### src/rtl/score_digit_sequencer_pkg.sv
// Shared display definitions for the score digit sequencer: nibble width, blank code, FSM states.
// Pure declarations; no timing or flow control of its own.
package score_digit_sequencer_pkg;
  localparam int         NIB_W = 4;
  localparam logic [3:0] BLANK = 4'hF;

  typedef enum logic [1:0] {
    IDLE       = 2'd0,
    CONVERT    = 2'd1,
    WAIT_FRAME = 2'd2
  } state_t;

  function automatic logic [63:0] pow10(input int n);
    logic [63:0] r;
    r = 64'd1;
    for (int i = 0; i < n; i++) r = r * 64'd10;
    return r;
  endfunction
endpackage

### src/rtl/score_digit_sequencer_bcd_add3_stage.sv
// Double-dabble correction for one BCD nibble: values 5..9 get +3 before the shift.
// Purely combinational, zero latency, no flow control.
module bcd_add3_stage
  import score_digit_sequencer_pkg::*;
(
  input  logic [NIB_W-1:0] nib_in,
  output logic [NIB_W-1:0] nib_out
);
  assign nib_out = (nib_in >= 4'd5) ? nib_in + 4'd3 : nib_in;
endmodule

### src/rtl/score_digit_sequencer.sv
// Binary score -> blanked BCD digits via SCORE_W-cycle shift-add-3; commits only on frame_start.
// Latency >= SCORE_W+2 cycles from load; a load while busy is held in one newest-wins pending slot.
module score_digit_sequencer
  import score_digit_sequencer_pkg::*;
#(
  parameter int SCORE_W = 17,
  parameter int NDIGITS = 6
) (
  input  logic                     clk,
  input  logic                     rst_n,
  input  logic [SCORE_W-1:0]       score,
  input  logic                     load,
  input  logic                     frame_start,
  output logic [NIB_W*NDIGITS-1:0] digits,
  output logic                     busy,
  output logic                     done,
  output logic                     overflow
);
  localparam int                  BCD_W        = NIB_W * NDIGITS;
  localparam int                  CNT_W        = $clog2(SCORE_W + 1);
  localparam logic [63:0]         MAX_VAL      = pow10(NDIGITS) - 64'd1;
  localparam logic [BCD_W-1:0]    RESET_DIGITS = {{(NDIGITS-1){BLANK}}, 4'd0};

  state_t               state;
  logic [SCORE_W-1:0]   bin;
  logic [BCD_W-1:0]     bcd;
  logic [CNT_W-1:0]     cnt;
  logic                 ovf_cap;
  logic                 pend;
  logic [SCORE_W-1:0]   pend_score;

  logic [BCD_W-1:0]         bcd_fix;
  logic [BCD_W+SCORE_W-1:0] shifted;
  logic [SCORE_W-1:0]       idle_src;
  logic                     idle_ovf;
  logic                     pend_ovf;
  logic [BCD_W-1:0]         result;
  logic [BCD_W-1:0]         blanked;
  logic                     lead;

  for (genvar g = 0; g < NDIGITS; g++) begin : g_add3
    bcd_add3_stage u_add3 (
      .nib_in  (bcd[g*NIB_W +: NIB_W]),
      .nib_out (bcd_fix[g*NIB_W +: NIB_W])
    );
  end

  assign shifted  = {bcd_fix, bin} << 1;
  assign idle_src = load ? score : pend_score;
  assign idle_ovf = 64'(idle_src) > MAX_VAL;
  assign pend_ovf = 64'(pend_score) > MAX_VAL;
  assign result   = ovf_cap ? {NDIGITS{4'd9}} : bcd;

  // Leading-zero scan from the top digit down; digit 0 always shows.
  always_comb begin
    blanked = result;
    lead    = 1'b1;
    for (int i = NDIGITS - 1; i >= 1; i--) begin
      if (lead && result[i*NIB_W +: NIB_W] == 4'd0) blanked[i*NIB_W +: NIB_W] = BLANK;
      else                                          lead = 1'b0;
    end
  end

  always_ff @(posedge clk or negedge rst_n) begin
    if (!rst_n) begin
      state      <= IDLE;
      bin        <= '0;
      bcd        <= '0;
      cnt        <= '0;
      ovf_cap    <= 1'b0;
      pend       <= 1'b0;
      pend_score <= '0;
      digits     <= RESET_DIGITS;
      busy       <= 1'b0;
      done       <= 1'b0;
      overflow   <= 1'b0;
    end else begin
      done <= 1'b0;
      if (load && state != IDLE) begin
        pend       <= 1'b1;
        pend_score <= score;
      end
      case (state)
        IDLE: begin
          busy <= load || pend;
          if (load || pend) begin
            bin     <= idle_src;
            bcd     <= '0;
            cnt     <= CNT_W'(SCORE_W);
            ovf_cap <= idle_ovf;
            pend    <= 1'b0;
            state   <= CONVERT;
          end
        end
        CONVERT: begin
          {bcd, bin} <= shifted;
          cnt        <= cnt - CNT_W'(1);
          if (cnt == CNT_W'(1)) state <= WAIT_FRAME;
        end
        WAIT_FRAME: begin
          if (frame_start) begin
            digits   <= blanked;
            overflow <= ovf_cap;
            done     <= 1'b1;
            if (pend) begin
              // Chain straight into the pending value; a load this cycle re-arms pending.
              bin     <= pend_score;
              bcd     <= '0;
              cnt     <= CNT_W'(SCORE_W);
              ovf_cap <= pend_ovf;
              pend    <= load;
              state   <= CONVERT;
            end else begin
              busy  <= load;
              state <= IDLE;
            end
          end
        end
        default: state <= IDLE;
      endcase
    end
  end
endmodule

### config.mk
export PLATFORM = sky130hd
export DESIGN_NAME = score_digit_sequencer
export DESIGN_NICKNAME = d
export VERILOG_FILES = /design/src/rtl/score_digit_sequencer_pkg.sv /design/src/rtl/score_digit_sequencer_bcd_add3_stage.sv /design/src/rtl/score_digit_sequencer.sv
export SDC_FILE = /design/constraint.sdc
export NUM_CORES = 1
export LEC_CHECK = 0
export CORE_UTILIZATION = 30
export CTS_CLUSTER_SIZE = 20
export DETAILED_ROUTE_END_ITERATION = 6
export PLACE_DENSITY = 0.58
export SYNTH_ARGS = -nofsm -noshare
export SYNTH_HDL_FRONTEND = slang
export SYNTH_SLANG_ARGS = --single-unit
### constraint.sdc
create_clock -name clk -period 1.9 [get_ports clk]
set_input_delay 0.19 -clock clk [delete_from_list [all_inputs] [get_ports clk]]
set_output_delay 0.19 -clock clk [all_outputs]
set_load 0.05 [all_outputs]
# Yosys cells after proc, flatten, opt, wreduce, memory -nomap -nowiden
# Index checks and enable logic that the tools add are counted.
op_classes:
  n_div: 0
  magnitude_cmp: 6
  muxes: 48
  shift: 0
  n_mul: 0
  addsub: 7
  eq_ne: 8
  n_bitwise: 0
  reduce_logical: 20
ops:
  columns: ["op", "n"]
  rows:
  - ["$mux W24", 4]
  - ["$pmux W24 S3", 1]
  - ["$mux W17", 4]
  - ["$pmux W17 S3", 1]
  - ["$mux W4", 10]
  - ["$ge A4 B3 Y1 const B", 6]
  - ["$add A4 B2 Y4 const B", 5]
  - ["$logic_not A4 Y1", 5]
  - ["$mux W1", 16]
  - ["$mux W5", 3]
  - ["$pmux W5 S3", 1]
  - ["$ne A2 B2 Y1 const B", 5]
  - ["$reduce_and A4 Y1", 2]
  - ["$mux W2", 3]
  - ["$pmux W1 S2", 3]
  - ["$pmux W2 S3", 1]
  - ["$reduce_and A3 Y1", 2]
  - ["$eq A5 B1 Y1 const B", 1]
  - ["$logic_and A1 B1 Y1", 5]
  - ["$sub A5 B1 Y5 const B", 1]
  - ["$reduce_bool A2 Y1", 2]
  - ["$add A3 B2 Y3 const B", 1]
  - ["$mux W3", 1]
  - ["$reduce_bool A3 Y1", 1]
  - ["other kinds (5)", 5]
word_totals:
  mem_bits_ro: 0
  register_bits: 94
  output_inout_bits: 27
  inputBits: 21
  latchBits: 0
  n_memories: 0
  ramBits: 0

# Logic depth before layout (Yosys ltp)
# Gate-level depths: netlist of run 1.
logic_depth:
  word_depth: 11
  ltp_mapped: 9

# Modules after synthesis
# From an unflattened synthesis of run 1, not the netlist that was laid out.
hier_totals:
  hier_cells: 530
  area_unflattened_um2: 4875.9
by_module_without_submodules:
  columns: ["module", "cells_each", "n_inst", "area_each_um2", "seq_area_each_um2"]
  rows:
  - ["score_digit_sequencer", 434, 1, 4267.8, 2327.2]
  - ["bcd_add3_stage", 16, 6, 101.3, 0.0]

# Worst setup path after synthesis of run 1
# No wires, ideal clock.
synth_path:
  path_kind: "register -> register"
  start: "reg state[0]"
  end: "reg bcd[23]"
  arrival_time_ns: 1.544
  n_path_buf: 3
  period_less_slack_ns: 1.671
  t_required_ns: 1.774
  stages_incl_launch_ff: 10
  slack_ns: 0.229
  path_cell_list: "dfrtp_1 > inv_1 > ha_1 > buf_6 > o21bai_1 > a21o_1 > buf_2 > buf_6 > o21ai_1 > o21ai_1"
synth_between:
  elab_chain_len: 3
  word_cells_on_any_way: 9
synth_lines:
  columns: ["element", "line_no", "source"]
  rows:
  - ["from (decl)", "score_digit_sequencer.sv:24", "state_t state;"]
  - ["from (signal assigned)", "score_digit_sequencer.sv:66", "state <= IDLE;"]
  - ["from (signal assigned)", "score_digit_sequencer.sv:92", "state <= CONVERT;"]
  - ["from (signal assigned)", "score_digit_sequencer.sv:98", "if (cnt == CNT_W'(1)) state <= WAIT_FRAME;"]
  - ["$eq A2 B2 Y1, or another cell as far along", "score_digit_sequencer.sv:83", "case (state)"]
  - ["$ne A2 B2 Y1 (no source line) / $reduce_bool A3 Y1 (equally long branches)", null, null]
  - ["$reduce_and A4 Y1 (no source line)", null, null]
  - ["to (signal assigned)", "score_digit_sequencer.sv:96", "{bcd, bin} <= shifted;"]
  - ["to (decl)", "score_digit_sequencer.sv:26", "logic [BCD_W-1:0] bcd;"]
# Several ways; a longest one is shown, not always the timed one.
# A chain may end at the register's enable or synchronous reset.

# Worst setup path after layout of run 1
layout_path:
  start: "reg state[0]"
  end: "reg bcd[11]"
# The elaborated chain is that of the path after synthesis.

==> flow_metrics.py, run 1 <==
metrics = {
    "floorplanning": {
        "io_pins": 48,
        "core-area_mm2": 0.0159,
        "rows": 46,
        "dieArea_mm2": 0.0169,
        "die_x_um": 130,
        "die_y_um": 130,
        "start_util_pct": 30.8,
    },
    "power": {
        "seqPwrFrac_pct": 34.2,
        "vdd_drop_max_v": 0.000679,
        "power.internal_w": 0.00578,
        "switching_share_pct": 41.1,
        "power.leakage_nw": 2.61,
        "p_per_area_mw_per_mm2": 1630,
        "p_clk_share_pct": 20.4,
        "combPwrFrac_pct": 45.4,
        "p_switching_w": 0.00403,
    },
    "detailed_routing": {
        "wl_per_cell_um": 13.9,
        "vias": 3686,
        "first_iter_violations": 212,
        "drt-vias-per-instance": 4.80,
        "ant_nets": 0,
        "drc": 0,
        "routed_wl_mm": 10.7,
        "firstDrtPassIters": 4,
    },
    "timing": {
        "worst_pin_slew_ns": 0.504,
        "fin_crit_sh_pct": 92.8,
        "period_minus_slack_ns": 1.76,
        "setup_tns_ns": 0,
        "rsz0062_at_grt": "false",
        "finalHoldViolations": 0,
        "finalMaxSlewViolations": 0,
        "fmaxAchievable_mhz": 567,
        "finalSetupViolCount": 0,
        "clock-skew-final_ns": 0.00635,
        "slew_headroom_pct": 66.3,
    },
    "finish": {
        "final_util_pct": 37.9,
        "diodes": 0,
        "final_cell_mix": "nand2_1 (89), dfrtp_1 (72), o21ai_0 (45)",
        "drive_gt1_share_pct": 25.4,
        "layout_commonest_cell": "nand2_1",
        "seqCellArea_mm2": 0.00233,
        "nFillCells": 1610,
        "final_net_count": 590,
        "area_delta_synth_final_pct": 23.0,
        "multi_input_area_mm2": 0.00237,
    },
    "yosys": {
        "syn_nets": 537,
        "synth_cell_types": 52,
        "synthFlopType": "dfrtp_1",
        "synth_seq_cells": 92,
        "yosysWarnings": 0,
        "synth_enable_flop_cells": 0,
        "syn_inst": 494,
        "synth_area_per_cell_um2": 9.93,
        "async_reset_ff_share_pct": 100,
        "netlist_area_mm2": 0.00491,
        "ys_seq_area_share_pct": 47.4,
    },
    "worst_setup_path": {
        "critPathKind": "flip-flop to flip-flop",
        "cp_data_required_time_ns": 2.12,
        "arrival_ns": 1.98,
        "crit_fanout": 12,
        "cp-end-kind": "flip-flop",
        "worstSetupStartpointType": "flip-flop",
    },
    "status": {
        "outcome": "finished clean",
    },
    "placed_design": {
        "hpwl_mm": 7.24,
        "place_congestion": 0.820,
        "io_buffers": 46,
    },
    "flow_run": {
        "drv_cap": 0,
    },
    "clock_tree": {
        "post_cts_buffers": 0,
        "clk_latency_ns": 0.35,
        "cts_max_path_buffers": 2,
        "clk_pin_slew_worst_paths_ns": 0.07,
        "cts_sinks": 92,
        "cts_buffers": 9,
        "htreeDepth": 3,
        "root_buffer": "clkbuf_16",
        "cts_tree": "built",
    },
    "grt": {
        "grt_pass1_wl_mm": 18.1,
        "globalRouteTotalUtil_pct": 13.9,
        "gr-total-overflow": 0,
        "grt_pass1_vias": 3728,
        "grt_max_degree": 42,
        "antenna_found_initial": 0,
    },
    "hold_path": {
        "hold_class": "input port to async pin",
    },
}
[worst max-delay path, stage by stage, from the launching register on]
cell      delay [ns]
dfrtp_1         0.41
inv_1           0.09
ha_2            0.22
o21bai_2        0.21
a21o_2          0.28
buf_4           0.19
o21ai_0         0.14
o21ai_0         0.09
[per-stage QoR]
stage / instances / total power (W) / cell area (um^2) / hold WS, ns / worst slack (ns)
CTS: 768 / 0.00992 / 6020 / 0.344 / 0.0150
global route: 768 / 0.0106 / 6040 / 0.381 / 0.0165
finish: 768 / 0.00982 / 6040 / 0.355 / 0.136
global placement: 751 / 0.00772 / 5670 / 0.169 / 0.0549
floorplan: 494 / 0.00657 / 4910 / -0.106 / 0.229
detailed placement: 751 / 0.00786 / 5670 / 0.173 / 0.0216
[synth_stat cells, types with 2 or more instances]
master	n	share of area, %
a21oi_1	16	1.6
nand2b_1	7	0.89
nand3_2	2	0.41
nor2b_1	2	0.25
nand2_1	90	6.9
inv_1	19	1.5
ha_1	22	5.6
mux2_2	39	8.9
nor3b_1	6	0.92
nor3_1	3	0.31
o211ai_2	2	0.51
buf_2	15	1.5
nor3b_2	2	0.51
o21ai_1	25	2.5
nor2_1	18	1.4
dfrtp_1	72	37
nor4b_1	5	0.89
a22oi_1	16	2.4
o31a_1	2	0.36
buf_1	3	0.23
o31ai_2	7	1.8
a31oi_1	14	1.8
xnor2_1	6	1.1
buf_6	2	0.46
nand3_1	2	0.20
clkbuf_1	8	0.61
dfstp_2	20	11
o21ai_0	45	4.6
[metal layers]
metal | global-route usage, % | wire length [um] | vias up
li1 | - | - | 1835
met1 | 16.9 | 4890 | 1766
met2 | 23.6 | 5190 | 69
met3 | 4.06 | 408 | 16
met4 | 4.79 | 172 | 0
met5 | 0 | 0 | -
[area by class of cell]
cell class	instances	share of cell area (%)
well taps	216	4.48
clock inverters	5	1.37
flip-flops and latches	92	38.5
clock buffers	11	4.19
repair buffers	71	10.9
inverters	20	1.24
multi-input cells	353	39.3
[what timing repair did]
item | 4_1_cts | 5_1_grt
resized for setup | 1 | 8
pin swaps | 0 | 1
endpoints found under the setup margin | 1 | 9
hold buffers | 1 | 0
endpoints found under the hold margin | 22 | 0
[cell families (layout without fill, tap and decap cells)]
| logic type | count (synthesis) | after routing | share of synthesized area [%] |
|---|---|---|---|
| AOI/OAI and AO/OA | 136 | 136 | 17.3 |
| muxes | 41 | 41 | 9.38 |
| and+or+nand+nor | 147 | 147 | 14.6 |
| other | 1 | 1 | 0.0764 |
| DFF | 92 | 92 | 47.4 |
| adders and majority gates | 22 | 22 | 5.61 |
| xor gates and xnor gates | 6 | 6 | 1.07 |
| buffers and inverters | 49 | 107 | 4.51 |
[registers in the layout, indices dropped and copies added (netlist names)]
signal	count
digits	24
state	2
bcd	24
pend	1
busy	1
cnt	5
done	1
pend_score	17
bin	17
[path summary, 6_finish.rpt]
| path | start | end | slack, ns | depth (start not counted) |
|---|---|---|---|---|
| min in group clk | digits[18] | digits[18] | 0.45 | 2 |
| min reg2reg | digits[18] | digits[18] | 0.45 | 2 |
| max in group asynchronous | rst_n | digits[14] | 0.91 | 3 |
| max reg2reg | state[0] | bcd[11] | 0.14 | 7 |
| min | rst_n | bcd[17] | 0.35 | 2 |
| max | state[0] | bcd[11] | 0.14 | 7 |
[power by group through the flow]
| stage | logic, W | clock network, W | registers (W) |
|---|---|---|---|
| 3_3_place_gp | 0.00437 | 0 | 0.00334 |
| 4_1_cts | 0.00449 | 0.00208 | 0.00336 |
| 6_report | 0.00446 | 0.00201 | 0.00335 |
| 3_5_place_dp | 0.00448 | 0 | 0.00338 |
| 5_1_grt | 0.00496 | 0.00214 | 0.00346 |
| 2_1_floorplan | 0.00241 | 0 | 0.00416 |
(Power assumes the default switching activity.)
==> run 2, diff against run 1 <==
--- a/config.mk
+++ b/config.mk
@@ -5,10 +5,11 @@
 export SDC_FILE = /design/constraint.sdc
 export NUM_CORES = 1
 export LEC_CHECK = 0
-export CORE_UTILIZATION = 30
+export CORE_UTILIZATION = 57
 export CTS_CLUSTER_SIZE = 20
 export DETAILED_ROUTE_END_ITERATION = 6
-export PLACE_DENSITY = 0.58
+export PLACE_DENSITY = 0.91
+export RECOVER_POWER = 50
 export SYNTH_ARGS = -nofsm -noshare
 export SYNTH_HDL_FRONTEND = slang
 export SYNTH_SLANG_ARGS = --single-unit
==> run 2 against run 1 <==
  * Non-clock buffer count shrank 3
  * Final cell count is 15% lower
  * Maximum frequency shrank 5.7%
  * Critical endpoint is now digits[13]
==> flow_metrics.py, run 2 (synthesized netlist as in run 1, its figures left out) <==
metrics = {
    "timing": {
        "fin_crit_sh_pct": 98.4,
        "setup_tns_ns": 0,
        "clock-skew-final_ns": 0.0161,
        "timing.hold.ws_ns": 0.393,
        "fmaxAchievable_mhz": 535,
        "rsz0062_at_grt": "false",
        "slew_headroom_pct": 54.3,
        "worst_pin_slew_ns": 0.685,
        "finalHoldViolations": 0,
        "period_minus_slack_ns": 1.87,
        "finalMaxSlewViolations": 0,
        "finalSetupViolCount": 0,
        "fin_ws_ns": 0.0303,
    },
    "placed_design": {
        "place_congestion": 0.840,
        "hpwl_mm": 6.94,
        "io_buffers": 46,
        "place_ws_ns": 0.0545,
    },
    "worst_setup_path": {
        "arrival_ns": 1.68,
        "worstSetupStartpointType": "flip-flop",
        "max_stage_delay_ns": 0.79,
        "worstRegToRegCells": 6,
        "crit_cells": 1,
        "rr_endpoint": "bcd[18]",
        "rrSetupSlack_ns": 0.12,
        "cp-end-kind": "output pin",
        "crit_fanout": 2,
        "reg2reg_from": "bcd[17]",
        "critPathKind": "flip-flop to output pin",
        "cp_slowest_cell": "clkdlybuf4s50_1",
        "cp_data_required_time_ns": 1.71,
        "crit_buf_inv": 1,
        "cp_top_family": "buffers and inverters",
        "path_cells": "clkdlybuf4s50_1",
        "crit_path_start": "digits[13]",
    },
    "detailed_routing": {
        "wl_per_cell_um": 15.9,
        "drc": 0,
        "drt-vias-per-instance": 5.85,
        "ant_nets": 0,
        "first_iter_violations": 163,
        "routed_wl_mm": 10.4,
        "firstDrtPassIters": 4,
        "vias": 3827,
    },
    "power": {
        "p_clk_share_pct": 14.6,
        "seqPwrFrac_pct": 36.1,
        "combPwrFrac_pct": 49.4,
        "switching_share_pct": 44.0,
        "vdd_drop_max_v": 0.000998,
        "power.internal_w": 0.00519,
        "power.leakage_nw": 2.51,
        "p_per_area_mw_per_mm2": 1610,
        "p_switching_w": 0.00408,
    },
    "finish": {
        "nFillCells": 570,
        "diodes": 0,
        "reg_top3": "bcd: 24 flops, digits: 24 flops",
        "area_delta_synth_final_pct": 17.0,
        "final_net_count": 587,
        "layout_commonest_cell": "nand2_1",
        "drive_gt1_share_pct": 21.7,
        "final_cell_mix": "nand2_1 (90), dfrtp_1 (72), o21ai_0 (44)",
    },
    "floorplanning": {
        "rows": 33,
        "io_pins": 48,
        "start_util_pct": 59.4,
        "core-area_mm2": 0.00826,
        "die_x_um": 94.8,
        "dieArea_mm2": 0.00898,
        "die_y_um": 94.8,
    },
    "grt": {
        "antenna_found_initial": 0,
        "globalRouteTotalUtil_pct": 25.1,
        "grt_max_degree": 42,
        "gr-total-overflow": 0,
        "grt_pass1_wl_mm": 17.5,
        "grt_pass1_vias": 3740,
    },
    "clock_tree": {
        "cts_buffers": 9,
        "root_buffer": "clkbuf_8",
        "cts_max_path_buffers": 2,
        "cts_tree": "built",
        "htreeDepth": 3,
        "clk_pin_slew_worst_paths_ns": 0.10,
        "clk_latency_ns": 0.37,
        "cts_sinks": 92,
    },
    "status": {
        "outcome": "finished clean",
    },
    "hold_path": {
        "hold_class": "input port to async pin",
    },
    "flow_run": {
        "drv_cap": 0,
    },
}
==> run 2: cell types whose count changed in the layout (fill, tap and decap cells not counted), sizes merged <==
cell and delta:
clkinv -1, clkbuf +13, dlygate4sd2 +1, dlymetal6s2s +3, clkinvlp +2, inv +1
buf -22, bufinv -1, clkdlybuf4s50 +1
==> run 2: cell type report <==
class / count / area [um^2] / area share [%]
Clock buffer: 10 / 128 / 2.22
Clock inverter: 6 / 71.3 / 1.24
Inverter: 20 / 75.1 / 1.31
Multi-Input combinational cell: 353 / 2380 / 41.4
Sequential cell: 92 / 2330 / 40.5
Tap cell: 105 / 131 / 2.29
Timing Repair Buffer: 68 / 631 / 11.0
==> run 2: per-layer routing <==
layer	vias up	track usage, %	wire length [um]
met2	106	41.5	5260
met5	-	0	0
met4	0	7.07	130
met1	1875	33.3	4520
met3	16	5.31	515
li1	1830	-	-
==> run 2: how the worst max path moves through the flow <==
stage | end
finish | digits[13]
detailed placement | bcd[11]
global route | digits[13]
CTS | digits[8]
floorplan | bcd[23]
global placement | bcd[11]
==> run 2: timing repair <==
item                                    CTS  global route
buffers inserted                          0             2
hold buffers                              1             0
endpoints found under the setup margin    1            51
resized for setup                         1            21
endpoints found under the hold margin    16             0
==> run 2: power groups by stage <==
stage	clock [W]	combinational, W	sequential, W
4_1_cts	0.00137	0.00468	0.00334
3_5_place_dp	0	0.00465	0.00337
2_1_floorplan	0	0.00241	0.00416
5_1_grt	0.00145	0.00498	0.00344
3_3_place_gp	0	0.00445	0.00331
6_report	0.00135	0.00457	0.00334
==> run 2: stage by stage <==
step,cells,instance area [um^2],total power (W),util [%]
6_report,654,5740,0.00926,69.5
5_1_grt,654,5740,0.00986,69.5
4_1_cts,652,5770,0.00939,69.9
3_5_place_dp,635,5560,0.00801,67.4
3_3_place_gp,635,5560,0.00777,67.4
2_1_floorplan,494,4910,0.00657,-
==> run 3, diff against run 2 <==
--- a/config.mk
+++ b/config.mk
@@ -5,10 +5,10 @@
 export SDC_FILE = /design/constraint.sdc
 export NUM_CORES = 1
 export LEC_CHECK = 0
-export CORE_UTILIZATION = 57
+export CORE_UTILIZATION = 50
 export CTS_CLUSTER_SIZE = 20
 export DETAILED_ROUTE_END_ITERATION = 6
-export PLACE_DENSITY = 0.91
+export PLACE_DENSITY = 0.82
 export RECOVER_POWER = 50
 export SYNTH_ARGS = -nofsm -noshare
 export SYNTH_HDL_FRONTEND = slang
==> run 3 against run 2 <==
  * Maximum frequency is 4.5% higher
  * Critical endpoint is now bcd[11]
  * Highest routed layer unchanged
  * Non-clock buffer count stayed put
  * Largest power group unchanged
  * Sequential share of layout area is 0.18 points lower
==> flow_metrics.py, run 3 (synthesized netlist as in run 1, its figures left out) <==
metrics = {
    "finish": {
        "final_cell_mix": "nand2_1 (90), dfrtp_1 (72), o21ai_0 (45)",
        "drive_gt1_share_pct": 21.5,
        "area_delta_synth_final_pct": 17.5,
        "final_net_count": 587,
        "postLayoutCellArea_mm2": 0.00577,
        "diodes": 0,
        "layout_commonest_cell": "nand2_1",
        "seqCellArea_mm2": 0.00233,
        "multi_input_area_mm2": 0.00237,
        "nFillCells": 788,
        "final_cells": 678,
        "reg_top3": "bcd: 24 flops, digits: 24 flops",
    },
    "worst_setup_path": {
        "rrSetupSlack_ns": 0.11,
        "crit_fanout": 33,
        "critPathKind": "flip-flop to flip-flop",
        "cp_data_required_time_ns": 2.13,
        "cp_common_cell": "o21ai_0",
        "rr_endpoint": "bcd[11]",
        "arrival_ns": 2.02,
        "reg2reg_from": "state[0]",
        "crit_buf_inv": 2,
        "max_stage_delay_ns": 0.40,
        "worstRegToRegCells": 7,
        "path_cells": "inv_1, ha_2, o21bai_2, a21o_2, buf_12, o21ai_0, o21ai_0",
        "cp_slowest_cell": "dfrtp_1",
        "worstSetupStartpointType": "flip-flop",
        "cp_top_family": "compound AO/OA/AOI/OAI gates",
        "cp-end-kind": "flip-flop",
    },
    "timing": {
        "worst_pin_slew_ns": 1.21,
        "finalHoldViolations": 0,
        "period_minus_slack_ns": 1.79,
        "setup_tns_ns": 0,
        "fin_crit_sh_pct": 94.2,
        "rsz0062_at_grt": "false",
        "timing.hold.ws_ns": 0.454,
        "finalSetupViolCount": 0,
        "slew_headroom_pct": 19.0,
        "finalMaxSlewViolations": 0,
        "clock-skew-final_ns": 0.0101,
        "fmaxAchievable_mhz": 559,
    },
    "clock_tree": {
        "cts_max_path_buffers": 2,
        "clk_pin_slew_worst_paths_ns": 0.10,
        "cts_tree": "built",
        "clk_latency_ns": 0.36,
        "root_buffer": "clkbuf_8",
        "post_cts_buffers": 0,
        "cts_sinks": 92,
        "htreeDepth": 3,
        "cts_buffers": 9,
    },
    "hold_path": {
        "min-delay-start": "digits[21]",
        "holdPathEnd": "digits[21]",
        "hold_class": "flip-flop to flip-flop",
        "min_path_cells": 2,
    },
    "detailed_routing": {
        "routed_wl_mm": 10.2,
        "drt-vias-per-instance": 5.54,
        "dr.max_layer_used": "met4",
        "ant_nets": 0,
        "drc": 0,
        "firstDrtPassIters": 5,
        "drt-met1-wl_mm": 4.59,
        "vias": 3758,
        "first_iter_violations": 193,
        "route.met3.wl_um": 393,
        "wl_per_cell_um": 15.0,
        "wl_met2_mm": 4.98,
    },
    "power": {
        "p_per_area_mw_per_mm2": 1620,
        "vdd_drop_max_v": 0.000788,
        "total_power_w": 0.00935,
        "power.leakage_nw": 2.53,
    },
    "flow_run": {
        "drv_cap": 0,
    },
    "grt": {
        "grt_max_degree": 93,
        "globalRouteTotalUtil_pct": 21.2,
        "gr-total-overflow": 0,
        "antenna_found_initial": 0,
        "grt_pass1_wl_mm": 17.1,
        "grt_pass1_vias": 3740,
    },
    "floorplanning": {
        "core-area_mm2": 0.00937,
        "rows": 35,
        "die_x_um": 101,
        "io_pins": 48,
        "die_y_um": 101,
        "dieArea_mm2": 0.0102,
        "start_util_pct": 52.4,
    },
    "placed_design": {
        "io_buffers": 46,
        "hpwl_mm": 6.72,
        "placed_cell_area_mm2": 0.00557,
        "place_inst": 661,
        "place_congestion": 0.812,
    },
    "status": {
        "outcome": "finished clean",
    },
}
==> run 3: cell count changes in the layout (fill, tap and decap cells not counted), sizes merged <==
cell,previous run,this run
dlygate4sd2,1,2
buf,19,20
clkdlybuf4s50,26,25
bufinv,1,3
inv,21,20
clkinvlp,2,1
clkbuf,24,23
==> run 3: worst min-delay path, delay by kind of cell, from the launching register on <==
family | cells | cell delay (ns)
simple gates | 2 | 0.08
flops | 1 | 0.38
==> run 3: final cells by class <==
class | count | area share, %
tap | 129 | 2.80
inverter | 20 | 1.30
timing repair buffer | 68 | 10.4
sequential | 92 | 40.4
clock buffer | 10 | 2.21
clock inverter | 6 | 1.93
multi-input combinational | 353 | 41.0
==> run 3: per-stage QoR <==
step	setup slack, ns	util [%]
floorplan	0.229	-
global placement	0.149	59.4
detailed placement	0.0668	59.4
CTS	0.00246	62.1
global route	0.0121	61.5
finish	0.111	61.5
==> run 3: power by group <==
part	internal [W]	leakage, nW	switching, W
clock	0.000877	0.117	0.000710
sequential	0.00284	1.13	0.000501
combinational	0.00163	1.29	0.00279
total	0.00535	2.53	0.00400
==> run 3: worst max path at each step <==
stage | start | slack [ns] | to | depth (start not counted)
after floorplan | state[0] | 0.23 | bcd[23] | 9
after global placement | load | 0.15 | bin[10] | 5
after detailed placement | state[0] | 0.07 | bcd[11] | 7
after CTS | digits[10] | 0.002 | digits[10] | 1
after global routing | bcd[8] | 0.01 | digits[4] | 6
final | state[0] | 0.11 | bcd[11] | 7
==> run 3: per-layer routing <==
metal | track usage, % | up-vias
met3 | 3.47 | 18
met4 | 7.36 | 0
met5 | 0 | -
met2 | 35.9 | 86
met1 | 27.5 | 1825
li1 | - | 1829
==> run 3: what timing repair did <==
| action | 4_1_cts | 5_1_grt |
|---|---|---|
| gates resized for setup | 2 | 17 |
| setup endpoints to repair | 2 | 64 |
| pin swaps | 0 | 0 |
| hold endpoints to repair | 72 | 0 |
| hold buffers | 1 | 0 |
